## config.mk

```make
export PLATFORM = sky130hd
export DESIGN_NAME = csr_unit
export DESIGN_NICKNAME = d
export VERILOG_FILES = /design/src/rtl/csr_unit.sv
export SDC_FILE = /design/constraint.sdc
export NUM_CORES = 1
export LEC_CHECK = 0
export ABC_AREA = 1
export BUFFER_PORTS_ARGS = -buffer_cell sky130_fd_sc_hd__buf_4
export CORE_MARGIN = 2
export CORE_UTILIZATION = 35
export CTS_CLUSTER_DIAMETER = 60
export DETAILED_ROUTE_END_ITERATION = 8
export GPL_TIMING_DRIVEN = 0
export SETUP_SLACK_MARGIN = 0.2
export SLEW_MARGIN = 0
export SYNTH_ARGS = -nofsm -noshare
export SYNTH_HDL_FRONTEND = slang
export SYNTH_SLANG_ARGS = --single-unit
```

## constraint.sdc

```tcl
create_clock -name clk -period 2.98 [get_ports clk]
set_input_delay 0.596 -clock clk [delete_from_list [all_inputs] [get_ports clk]]
set_output_delay 0.596 -clock clk [all_outputs]
set_load 0.02 [all_outputs]
```

## src/rtl/csr_unit.sv

```systemverilog
// Machine-mode CSR unit: sparse CSR file, atomic RW/RS/RC commit, trap entry/return.
// Optional 64-bit cycle/instret counters are built when CSR_COUNTERS_EN is defined.
module csr_unit #(
  parameter int unsigned XLEN        = 32,
  parameter logic [31:0] HART_ID     = 32'h0000_0000,
  parameter logic [31:0] MTVEC_RESET = 32'h0000_0000
) (
  input  logic            clk,
  input  logic            rst,
  input  logic [11:0]     csr_addr,
  output logic [XLEN-1:0] csr_rdata,
  input  logic [1:0]      csr_op,
  input  logic [11:0]     csr_wb_addr,
  input  logic [XLEN-1:0] csr_wb_data,
  output logic            csr_illegal,
  input  logic            instr_retire,
  input  logic            irq_ext,
  input  logic            irq_timer,
  input  logic            irq_soft,
  input  logic            trap_valid,
  input  logic [XLEN-1:0] trap_cause,
  input  logic [XLEN-1:0] trap_pc,
  input  logic [XLEN-1:0] trap_val,
  input  logic            mret,
  output logic [XLEN-1:0] trap_target,
  output logic [XLEN-1:0] epc,
  output logic            irq_pending
);
  localparam logic [11:0] A_MSTATUS  = 12'h300, A_MISA    = 12'h301, A_MIE    = 12'h304;
  localparam logic [11:0] A_MTVEC    = 12'h305, A_MSCRATCH = 12'h340, A_MEPC  = 12'h341;
  localparam logic [11:0] A_MCAUSE   = 12'h342, A_MTVAL   = 12'h343, A_MIP    = 12'h344;
  localparam logic [11:0] A_MHARTID  = 12'hF14;
  localparam logic [11:0] A_MCYCLE   = 12'hB00, A_MCYCLEH = 12'hB80;
  localparam logic [11:0] A_MINSTRET = 12'hB02, A_MINSTRETH = 12'hB82;
  localparam logic [11:0] A_CYCLE    = 12'hC00, A_CYCLEH  = 12'hC80;
  localparam logic [11:0] A_INSTRET  = 12'hC02, A_INSTRETH = 12'hC82;
  localparam logic [1:0]  OP_NONE = 2'b00, OP_RW = 2'b01, OP_RS = 2'b10, OP_RC = 2'b11;
  localparam logic [XLEN-1:0] MIE_MASK = 32'h0000_0888;
  localparam logic [XLEN-1:0] MISA_VAL = 32'h4000_0100;

  logic            st_mie, st_mpie;
  logic [XLEN-1:0] mie_q, mtvec_q, mscratch_q, mepc_q, mcause_q, mtval_q;
  logic [XLEN-1:0] mip_w, mstatus_w, tvec_base, wb_old, wval;
  logic            rd_unused_impl, wb_impl, writes_req, wr_en, unused_bits;
`ifdef CSR_COUNTERS_EN
  logic [63:0]     mcycle_q, minstret_q, mcycle_nx, minstret_nx;
`endif

  assign mip_w     = {20'b0, irq_ext, 3'b0, irq_timer, 3'b0, irq_soft, 3'b0};
  assign mstatus_w = {24'b0, st_mpie, 3'b0, st_mie, 3'b0};

  // Returns {implemented, value}; shared by the read port and the RS/RC old-value path.
  function automatic logic [XLEN:0] csr_read(input logic [11:0] a);
    logic [XLEN:0] r;
    case (a)
      A_MSTATUS:  r = {1'b1, mstatus_w};
      A_MISA:     r = {1'b1, MISA_VAL};
      A_MIE:      r = {1'b1, mie_q};
      A_MTVEC:    r = {1'b1, mtvec_q};
      A_MSCRATCH: r = {1'b1, mscratch_q};
      A_MEPC:     r = {1'b1, mepc_q};
      A_MCAUSE:   r = {1'b1, mcause_q};
      A_MTVAL:    r = {1'b1, mtval_q};
      A_MIP:      r = {1'b1, mip_w};
      A_MHARTID:  r = {1'b1, HART_ID};
`ifdef CSR_COUNTERS_EN
      A_MCYCLE,   A_CYCLE:    r = {1'b1, mcycle_q[31:0]};
      A_MCYCLEH,  A_CYCLEH:   r = {1'b1, mcycle_q[63:32]};
      A_MINSTRET, A_INSTRET:  r = {1'b1, minstret_q[31:0]};
      A_MINSTRETH, A_INSTRETH: r = {1'b1, minstret_q[63:32]};
`endif
      default:    r = '0;
    endcase
    return r;
  endfunction

  always_comb begin
    {rd_unused_impl, csr_rdata} = csr_read(csr_addr);
    {wb_impl, wb_old}           = csr_read(csr_wb_addr);
    // RS/RC with a zero operand is a pure read, so it may target read-only space.
    writes_req  = (csr_op == OP_RW) || (csr_wb_data != '0);
    csr_illegal = (csr_op != OP_NONE) &&
                  (!wb_impl || ((csr_wb_addr[11:10] == 2'b11) && writes_req));
    case (csr_op)
      OP_RS:   wval = wb_old | csr_wb_data;
      OP_RC:   wval = wb_old & ~csr_wb_data;
      default: wval = csr_wb_data;
    endcase
    wr_en = (csr_op != OP_NONE) && writes_req && !csr_illegal && !trap_valid && !mret;
  end

`ifdef CSR_COUNTERS_EN
  // A software write to either half replaces the increment for the whole counter.
  always_comb begin
    mcycle_nx   = mcycle_q + 64'd1;
    minstret_nx = minstret_q + {63'b0, instr_retire};
    if (wr_en && csr_wb_addr == A_MCYCLE)    mcycle_nx   = {mcycle_q[63:32], wval};
    if (wr_en && csr_wb_addr == A_MCYCLEH)   mcycle_nx   = {wval, mcycle_q[31:0]};
    if (wr_en && csr_wb_addr == A_MINSTRET)  minstret_nx = {minstret_q[63:32], wval};
    if (wr_en && csr_wb_addr == A_MINSTRETH) minstret_nx = {wval, minstret_q[31:0]};
  end
`endif

  assign tvec_base   = {mtvec_q[XLEN-1:2], 2'b00};
  assign trap_target = (mtvec_q[1:0] == 2'b01 && trap_cause[XLEN-1])
                       ? tvec_base + {trap_cause[XLEN-3:0], 2'b00} : tvec_base;
  assign epc         = {mepc_q[XLEN-1:2], 2'b00};
  assign irq_pending = st_mie && |(mip_w & mie_q);
  assign unused_bits = trap_cause[XLEN-2] ^ instr_retire;

  always_ff @(posedge clk or negedge rst) begin
    if (!rst) begin
      st_mie     <= 1'b0;
      st_mpie    <= 1'b0;
      mie_q      <= '0;
      mtvec_q    <= MTVEC_RESET;
      mscratch_q <= '0;
      mepc_q     <= '0;
      mcause_q   <= '0;
      mtval_q    <= '0;
`ifdef CSR_COUNTERS_EN
      mcycle_q   <= '0;
      minstret_q <= '0;
`endif
    end else begin
      if (trap_valid) begin
        mepc_q   <= trap_pc;
        mcause_q <= trap_cause;
        mtval_q  <= trap_val;
        st_mpie  <= st_mie;
        st_mie   <= 1'b0;
      end else if (mret) begin
        st_mie  <= st_mpie;
        st_mpie <= 1'b1;
      end else if (wr_en) begin
        case (csr_wb_addr)
          A_MSTATUS:  begin st_mie <= wval[3]; st_mpie <= wval[7]; end
          A_MIE:      mie_q      <= wval & MIE_MASK;
          A_MTVEC:    mtvec_q    <= {wval[XLEN-1:2], (wval[1:0] == 2'b01) ? 2'b01 : 2'b00};
          A_MSCRATCH: mscratch_q <= wval;
          A_MEPC:     mepc_q     <= wval;
          A_MCAUSE:   mcause_q   <= wval;
          A_MTVAL:    mtval_q    <= wval;
          default:    ;
        endcase
      end
`ifdef CSR_COUNTERS_EN
      mcycle_q   <= mcycle_nx;
      minstret_q <= minstret_nx;
`endif
    end
  end
endmodule

```

Yosys cells after proc, flatten, opt, wreduce, memory -nomap -nowiden
Index checks and enable logic that the tools add are counted.

storage, ports and cells
  flip-flop bits (word level) = 165
  latch bits = 0
  RAM bits = 0
  memory bits (read-only) = 0
  input bits = 162
  word-level logic and storage cells = 97
  memories = 0

operators by class
  $add $sub $neg = 1
  multiply operators = 0
  div/mod/pow operators = 0
  magnitude comparators = 0
  eq/ne operators = 27
  shift-type cells = 0
  mux-type cells = 25
  bitwise operators = 6
  reduce and logical (&&, ||, !) cells = 30

operators by type and width
  cell                  count
  $mux 32               13
  $pmux 33 s10          1
  $pmux 32 s10          1
  $eq 12x10->1 const B  18
  $pmux 32 s2           1
  $add 32x32->32        1
  $and 32x32->32        1
  $not 32->32           1
  $or 32x32->32         1
  $reduce_bool 32->1    1
  $reduce_or 32->1      1
  $eq 12x12->1 const B  2
  $and 12x12->12        1
  $reduce_and 4->1      3
  $reduce_bool 2->1     5
  $mux 1                9
  $reduce_and 3->1      3
  $logic_and 1x1->1     8
  $eq 2x1->1 const B    3
  $eq 2x2->1 const B    3
  $reduce_bool 3->1     2
  $logic_not 1->1       4
  $logic_or 1x1->1      2
  $ne 2x2->1 const B    1
  2 further kinds       3

Depth between registers and ports, before layout
Gate-level depths: netlist of the first run.

  depth in word-level cells = 12
  gate-level depth with buffers = 16

Worst setup path after synthesis of the first run
Ideal clock, no wire load.

  kind = input to output
  start = input trap_cause[0]
  end = output trap_target[12]
  data arrival time = 2334 ps
  data required time = 2384 ps
  slack = 50 ps
  cell stages on the path = 12
  cells stage by stage = ha_1 -> inv_1 -> fa_1 -> inv_1 -> nand3_1 -> nand2_1 -> a21boi_0 -> inv_1 -> nand2_1 -> nand2_1 -> xor2_1 -> o21ai_0

between the ends
  word-level cells in the longest chain between the ends = 2

ends and longest elaborated chain
  element             line  RTL
  start: declaration  21    input logic [XLEN-1:0] trap_cause,
  $add 32x32->32      106   ? tvec_base + {trap_cause[XLEN-3:0], 2'b00} : tvec_base;
  $mux 32             106
  end: declaration    25    output logic [XLEN-1:0] trap_target,

No other way between the ends.

Worst setup path in the final report of the first run
  start = register mtvec_q[13]
  end = output trap_target[24]

between the ends
  word-level cells in the longest chain between the ends = 2

ends and longest elaborated chain
  element                   line  RTL
  start: declaration        42    logic [XLEN-1:0] mie_q, mtvec_q, mscratch_q, mepc_q, mcause_q, mtval_q;
  start signal: assignment  139   A_MTVEC: mtvec_q <= {wval[XLEN-1:2], (wval[1:0] == 2'b01) ? 2'b01 : 2'b00};
  $add 32x32->32            106
  $mux 32                   106

No other way between the ends.

==> qor.yml, run 1 <==
status:
  status: "finished, violations left"
  violations: "setup timing"
sta:
  max_slew_margin: 0.333
  finalSetupViolations: 18
  rsz_0062_raised_after_global_routing: "yes"
  fmaxAchievable_ghz: 0.319
  tightest_slew_ps: 1000
  timing.final.ws_setup_ps: -159
  setup-tns-final_ps: -1700
  final-max-slew-violation-count: 0
  fin_worst_skew_ps: 10.3
  timing_hold_violations_final: 0
  final_min_period_over_clock_period: 1.05
  layout_min_cycle_time_ps: 3140
floorplanning:
  placeableCoreArea_um2: 36400
  initial_utilization: 0.354
  design.die.area_um2: 38500
  floorplan.io_pins: 260
  rows: 70
  floorplan.die.width_um: 196
  die_h_um: 196
global_routing:
  grt.total_usage: 0.344
  initial_antenna_violation_count: 1
  grt_start_max_net_pins: 87
  via_count_of_the_first_global_routing_pass: 15600
  grt_first_pass_wirelength_um: 97200
  grt_overflow_total: 0
synthesis:
  postSynthAreaPerCell_um2: 6.18
  post_synthesis_cells: 2089
  netlist.area_leader.share: 0.318
  yosys_warnings: 0
  yosys.area.top_type: "sky130_fd_sc_hd__dfrtp_1"
  synthesis.area_um2: 12900
  synth.distinct_cells: 38
  ys_top_cells_by_area: "sky130_fd_sc_hd__dfrtp_1 32%, sky130_fd_sc_hd__nand2_1 19%, sky130_fd_sc_hd__nand3_1 10%"
  yosys_register_bits: 164
  synth-seq-area-share: 0.318
cts:
  clock_sinks: 164
  clk_pin_slew_worst_paths_ps: 80
  tritoncts: "built"
  clock-root-buffer: "sky130_fd_sc_hd__clkbuf_16"
  htree_num_levels: 4
  clkLatencyLatePin_ps: 470
  cts_max_path_bufs: 2
  cts_inserted_buffers: 17
route:
  dr.first_iter.drc_count: 1846
  viasPerCell: 5.64
  postRouteWirelength_um: 68100
  detailedRoute.firstPassIterationCount: 6
  routed_wire_length_per_instance_um: 23.3
  total_number_of_vias: 16500
  antenna_violating_nets_post_route: 0
  route.detailed.drc: 0
place:
  gpl.final_weighted_congestion: 1.00
  placedInstanceArea_um2: 15400
  port_buffers: 252
  hpwlAfterDp_um: 53100
  placed_cells_incl_taps: 2813
setup_path:
  worstPathRequired_ps: 2380
  worstReg2RegStart: "mtvec_q[9]"
  critPathMaxFanout: 4
  worst_setup_path_start_kind: "flip-flop"
  critPathKind: "reg -> out"
  r2r_cells: 7
  critical_path_arrival_ps: 2540
  regToRegEndpoint: "mcause_q[9]"
  reg2reg_setup_slack_ps: 1160
  critPathCaptureType: "output pin"
pwr:
  p_per_area_nw_per_um2: 346
  ir_drop_mv: 0.364
  leakagePower_nw: 9.37
worst_hold_path:
  worstHoldPathType: "in -> async"
finish:
  layout.filler_cells: 3769
  total_nets_final: 2634
  area.growth.synth_to_final_pct: 44.6
  stdcell_area_um2: 18700
  final_cells: 2924
  ratio_of_cells_with_drive_above_1_in_the_final_layout: 0.308
  utilization: 0.513
job:
  drv_cap: 0
## worst max-delay path by stage
| stage | start | end |
|---|---|---|
| finish | mtvec_q[13] | trap_target[24] |
| global route | mtvec_q[20] | trap_target[28] |
| CTS | mtvec_q[2] | trap_target[24] |
| detailed placement | csr_addr[11] | csr_rdata[9] |
| global placement | csr_addr[11] | csr_rdata[9] |
| floorplan | trap_cause[0] | trap_target[10] |
## cells in the mapped netlist
cell and count:
sky130_fd_sc_hd__a21boi_0 1, sky130_fd_sc_hd__a21o_1 1, sky130_fd_sc_hd__a21oi_1 109, sky130_fd_sc_hd__a221oi_1 16, sky130_fd_sc_hd__a22o_1 4, sky130_fd_sc_hd__buf_1 1
sky130_fd_sc_hd__buf_2 26, sky130_fd_sc_hd__buf_4 42, sky130_fd_sc_hd__clkbuf_1 58, sky130_fd_sc_hd__clkinv_1 2, sky130_fd_sc_hd__conb_1 1, sky130_fd_sc_hd__dfrtp_1 164
sky130_fd_sc_hd__fa_1 1, sky130_fd_sc_hd__ha_1 29, sky130_fd_sc_hd__inv_1 194, sky130_fd_sc_hd__inv_2 10, sky130_fd_sc_hd__nand2_1 660, sky130_fd_sc_hd__nand2_2 6
sky130_fd_sc_hd__nand3_1 267, sky130_fd_sc_hd__nand3_2 2, sky130_fd_sc_hd__nand3_4 1, sky130_fd_sc_hd__nand3b_1 1, sky130_fd_sc_hd__nand4_1 33, sky130_fd_sc_hd__nor2_1 245
sky130_fd_sc_hd__nor2_2 5, sky130_fd_sc_hd__nor2_4 4, sky130_fd_sc_hd__nor3_1 9, sky130_fd_sc_hd__nor3_2 2, sky130_fd_sc_hd__nor4_1 4, sky130_fd_sc_hd__o2111ai_1 2
sky130_fd_sc_hd__o211ai_1 1, sky130_fd_sc_hd__o21ai_0 120, sky130_fd_sc_hd__o21ai_1 25, sky130_fd_sc_hd__o21bai_1 9, sky130_fd_sc_hd__o22ai_1 14, sky130_fd_sc_hd__or2_2 8
sky130_fd_sc_hd__xnor2_1 6, sky130_fd_sc_hd__xor2_1 6
## cell families (layout without fill, tap and decap cells)
logic type	count (synthesis)	count (layout)	synth area share
other	1	5	0.000290
and+or+nand+nor	1247	1247	0.406
DFF	164	164	0.318
xor gates and xnor gates	12	12	0.00814
buffers and inverters	333	696	0.111
AOI/OAI and AO/OA	302	302	0.127
adders and majority gates	30	30	0.0296
## power breakdown
part           internal, mW  total, mW  switching, mW
combinational         0.580       1.45          0.865
clock                  1.36       2.45           1.09
sequential             2.39       2.58          0.187
## through the flow
stage	hold slack (ps)	worst slack, ps	power (mW)
global placement	472	-1320	3.78
finish	99.0	-159	6.47
detailed placement	491	-1320	3.80
global route	157	-234	6.66
CTS	148	-158	6.34
floorplan	300	201	3.18
## state kept, by name, indices dropped and copies added, names as in the netlist
| name | count |
|---|---|
| mscratch_q | 32 |
| st_mie | 1 |
| mie_q | 3 |
| st_mpie | 1 |
| mepc_q | 32 |
| mtval_q | 32 |
| mcause_q | 32 |
| mtvec_q | 31 |
## cells in the final DEF (no fill, tap or decap), drive strengths merged, types with 2 or more instances in the layout
master / n
nor2: 254
bufinv: 3
o22ai: 14
nand4: 33
o2111ai: 2
o21bai: 9
nand2: 666
dfrtp: 164
or2: 8
xnor2: 6
inv: 208
nor3: 11
a221oi: 16
conb: 4
buf: 407
a22o: 4
xor2: 6
ha: 29
clkinv: 8
nor4: 4
clkbuf: 70
nand3: 270
o21ai: 145
a21oi: 109
## metal layers
metal  global-route usage  routed length, um  vias to the layer above
met5                    0                  0                        -
met4                0.179               3760                        0
met3               0.0674               6660                      184
met2                0.544              30600                      951
met1                0.448              27000                     7894
li1                     -                  -                     7457
## layout make-up
class	instances	area (um2)	share of cell area
Timing Repair Buffer	331	2710	0.145
Clock buffer	19	443	0.0237
Sequential cell	164	4130	0.221
Clock inverter	13	173	0.00925
Multi-Input combinational cell	1595	9010	0.482
Buffer	127	841	0.0450
Antenna cell	1	2.50	0.000134
Tap cell	468	586	0.0314
Inverter	206	783	0.0419
## worst max-delay path: stages (launching register included)
cell,delay (ps)
sky130_fd_sc_hd__dfrtp_2,430
sky130_fd_sc_hd__ha_4,330
sky130_fd_sc_hd__inv_1,100
sky130_fd_sc_hd__o21ai_4,220
sky130_fd_sc_hd__nand2_1,100
sky130_fd_sc_hd__nand2_1,150
sky130_fd_sc_hd__o21bai_2,170
sky130_fd_sc_hd__nand3_1,130
sky130_fd_sc_hd__nand3_1,90
sky130_fd_sc_hd__nand2_1,60
sky130_fd_sc_hd__nand3_2,60
sky130_fd_sc_hd__o21ai_2,70
sky130_fd_sc_hd__buf_6,170
## repair_timing
action,CTS,global route
setup endpoints to repair,69,159
resized for setup,302,195
endpoints found under the hold margin,0,0
gates cloned,0,2
hold buffers,0,0
pin swaps,57,72
buffers inserted,44,32
No activity file was read; power rests on OpenSTA's default activity.
==> run 2: changes to the inputs <==
Settings changed: PLACE_DENSITY set to 0.59.
==> run 2 against run 1 <==
Net effect: the run still ends with setup timing left; global-route usage is 0.39 points higher; power barely moved; highest routed layer unchanged; clock power barely moved; design area is 0.19% higher; largest cell class unchanged; sequential power barely moved; wire length is 1.9% higher; sequential share of layout area about the same; largest power group unchanged.
==> qor.yml, run 2 (synthesis gave the netlist of run 1 again) <==
setup_path:
  worstPathBufferInverterCount: 2  # unchanged
  worst_setup_path_start_kind: "flip-flop"
  critical_path_arrival_ps: 2600  # +60 ps
  critical_path.cell_chain: "ha_4 > inv_1 > o21ai_4 > nand2_1 > nand2_1 > a21oi_1 > nor2_1 > nor2_2 > nand2_1 > nand2_1 > nand3_2 > o21ai_2 > buf_6"
  crit_path_max_incr_delay_ps: 430  # about the same
  critPathKind: "reg -> out"
  critPathMaxFanout: 4  # unchanged
  critical_path.most_common_cell: "sky130_fd_sc_hd__nand2_1"
  timing.critical_path.to: "trap_target[28]"
  regToRegEndpoint: "mcause_q[10]"
  slowest_stage: "sky130_fd_sc_hd__dfrtp_2"
  timing.critical_path.max_delay_family: "simple AND/OR/NAND/NOR gates"
  r2r_cells: 7  # unchanged
  critical_path.startpoint: "mtvec_q[13]"
  critical_path_depth: 13  # +1
  worstReg2RegStart: "mtvec_q[10]"
  worstPathRequired_ps: 2380  # about the same
  reg2reg_setup_slack_ps: 1160  # about the same
  critPathCaptureType: "output pin"
cts:
  clkLatencyLatePin_ps: 450  # -20 ps
  hold_fix_buffers_at_cts: 0  # unchanged
  clock-root-buffer: "sky130_fd_sc_hd__clkbuf_16"
  tritoncts: "built"
  clk_pin_slew_worst_paths_ps: 70  # about the same
  htree_num_levels: 4  # unchanged
  cts_inserted_buffers: 17  # unchanged
  clock_sinks: 164  # unchanged
  cts_max_path_bufs: 2  # unchanged
finish:
  area.growth.synth_to_final_pct: 44.9
  total_nets_final: 2636  # +0.076%
  layout.cells.most_common: "sky130_fd_sc_hd__nand2_1"
  insertedDiodeCount: 0  # -1
  ratio_of_cells_with_drive_above_1_in_the_final_layout: 0.308  # about the same
  layout.cells.most_common_list: "613 x sky130_fd_sc_hd__nand2_1, 328 x sky130_fd_sc_hd__buf_4, 231 x sky130_fd_sc_hd__nand3_1"
  final_cells: 2925  # +0.034%
  ff_latch_area_um2: 4130  # about the same
  multiInputGateArea_um2: 8990  # -0.15%
  layout.filler_cells: 3699  # -1.9%
pwr:
  p_int_mw: 4.37  # +1.0%
  switching_power_mw: 2.10  # -1.9%
  pwr-share-seq: 0.399  # about the same
  p_per_area_nw_per_um2: 346  # -0.14%
  ir_drop_mv: 0.368  # +1.2%
  clock_power_share: 0.377  # about the same
  leakagePower_nw: 9.39  # +0.18%
  p_sw_frac: 0.325  # -0.00639
  pwr-share-comb: 0.224  # about the same
  post-layout-total-power_mw: 6.47  # about the same
sta:
  timing.final.ws_setup_ps: -217  # -58.5 ps
  final-max-slew-violation-count: 0  # unchanged
  finalSetupViolations: 18  # unchanged
  layout_min_cycle_time_ps: 3200  # +58.5 ps
  fin_worst_skew_ps: 12.8  # +2.49 ps
  tightest_slew_ps: 896  # -104 ps
  timing_hold_violations_final: 0  # unchanged
  max_slew_margin: 0.403  # +0.0696
  fmaxAchievable_ghz: 0.313  # -1.8%
  final_min_period_over_clock_period: 1.07  # +0.0196
  rsz_0062_raised_after_global_routing: "yes"
place:
  placed_cells_incl_taps: 2813  # unchanged
  gpl.final_weighted_congestion: 0.991  # -1.3%
  hpwlAfterDp_um: 53400  # +0.65%
  port_buffers: 252  # unchanged
  place_worst_setup_slack_ps: -1350  # -22.3 ps
route:
  detailedRoute.firstPassIterationCount: 7  # +1
  dr.first_iter.drc_count: 1779  # -3.6%
  viasPerCell: 5.65  # +0.29%
  antenna_violating_nets_post_route: 0  # unchanged
  total_number_of_vias: 16500  # +0.32%
  routed_wire_length_per_instance_um: 23.7  # +1.9%
  route.detailed.drc: 0  # unchanged
  postRouteWirelength_um: 69400  # +1.9%
global_routing:
  grt_first_pass_wirelength_um: 98400  # +1.2%
  grt_overflow_total: 0  # unchanged
  via_count_of_the_first_global_routing_pass: 15500  # -0.37%
  grt_start_max_net_pins: 85  # -2.3%
  initial_antenna_violation_count: 0  # -1
  grt.total_usage: 0.348  # +0.00388
floorplanning:
  placeableCoreArea_um2: 36400  # unchanged
  floorplan.die.width_um: 196  # unchanged
  floorplan.io_pins: 260  # unchanged
  die_h_um: 196  # unchanged
  design.die.area_um2: 38500  # unchanged
  rows: 70  # unchanged
  initial_utilization: 0.354  # unchanged
job:
  drv_cap: 0  # unchanged
status:
  status: "finished, violations left"
  violations: "setup timing"
worst_hold_path:
  worstHoldPathType: "in -> async"
run 2: what timing repair did:
item	CTS	global route
endpoints found under the setup margin	80	143
gates resized for setup	318	180
pin swaps	55	67
cloned	0	3
setup buffers	51	26
run 2: routing by layer:
layer  part of all wire  global-route usage  vias to the layer above
li1                   -                   -                     7467
met1               0.41               0.464                     7989
met2               0.46               0.555                      929
met3              0.091              0.0543                      154
met4              0.048               0.164                        0
met5                  0                   0                        -
run 2: power by group through the flow:
stage	clock network [mW]	registers (mW)	logic, mW
6_report	2.44	2.58	1.45
4_1_cts	2.43	2.57	1.35
2_1_floorplan	0	2.53	0.643
5_1_grt	2.51	2.59	1.56
3_5_place_dp	0	2.61	1.20
3_3_place_gp	0	2.61	1.18
run 2: final cells by class:
cell class                      instances  share of cell area
Multi-Input combinational cell       1595               0.481
Clock buffer                           22              0.0253
Buffer                                127              0.0442
Inverter                              206              0.0419
Timing Repair Buffer                  333               0.148
Clock inverter                         10             0.00776
Sequential cell                       164               0.221
Tap cell                              468              0.0313
run 2: metrics by stage:
stage          TNS, ps   util  area, um2  hold slack, ps
4_1_cts          -1260  0.488      17800             161
3_3_place_gp    -51270  0.423      15400             473
3_5_place_dp    -51290  0.424      15400             484
2_1_floorplan        0      -      12900             300
5_1_grt          -3410  0.513      18700             181
6_report         -1840  0.513      18700             117
run 2: worst register-to-register path, cell delays in order, from the launching register on:
cell,delay [ps]
sky130_fd_sc_hd__dfrtp_2,420
sky130_fd_sc_hd__buf_4,180
sky130_fd_sc_hd__nand4_1,100
sky130_fd_sc_hd__nand3_1,120
sky130_fd_sc_hd__nor2_1,80
sky130_fd_sc_hd__o21ai_1,480
sky130_fd_sc_hd__nand2_1,160
sky130_fd_sc_hd__a21oi_1,200
run 2: how the worst min path moves through the flow:
stage,start,end,slack [ps],depth (start not counted)
global placement,mepc_q[1],mepc_q[1],470,2
floorplan,rst,mcause_q[0],300,0
CTS,rst,mtvec_q[5],160,1
global route,rst,mtvec_q[6],180,1
finish,rst,mtvec_q[6],120,1
detailed placement,mepc_q[1],mepc_q[1],480,2
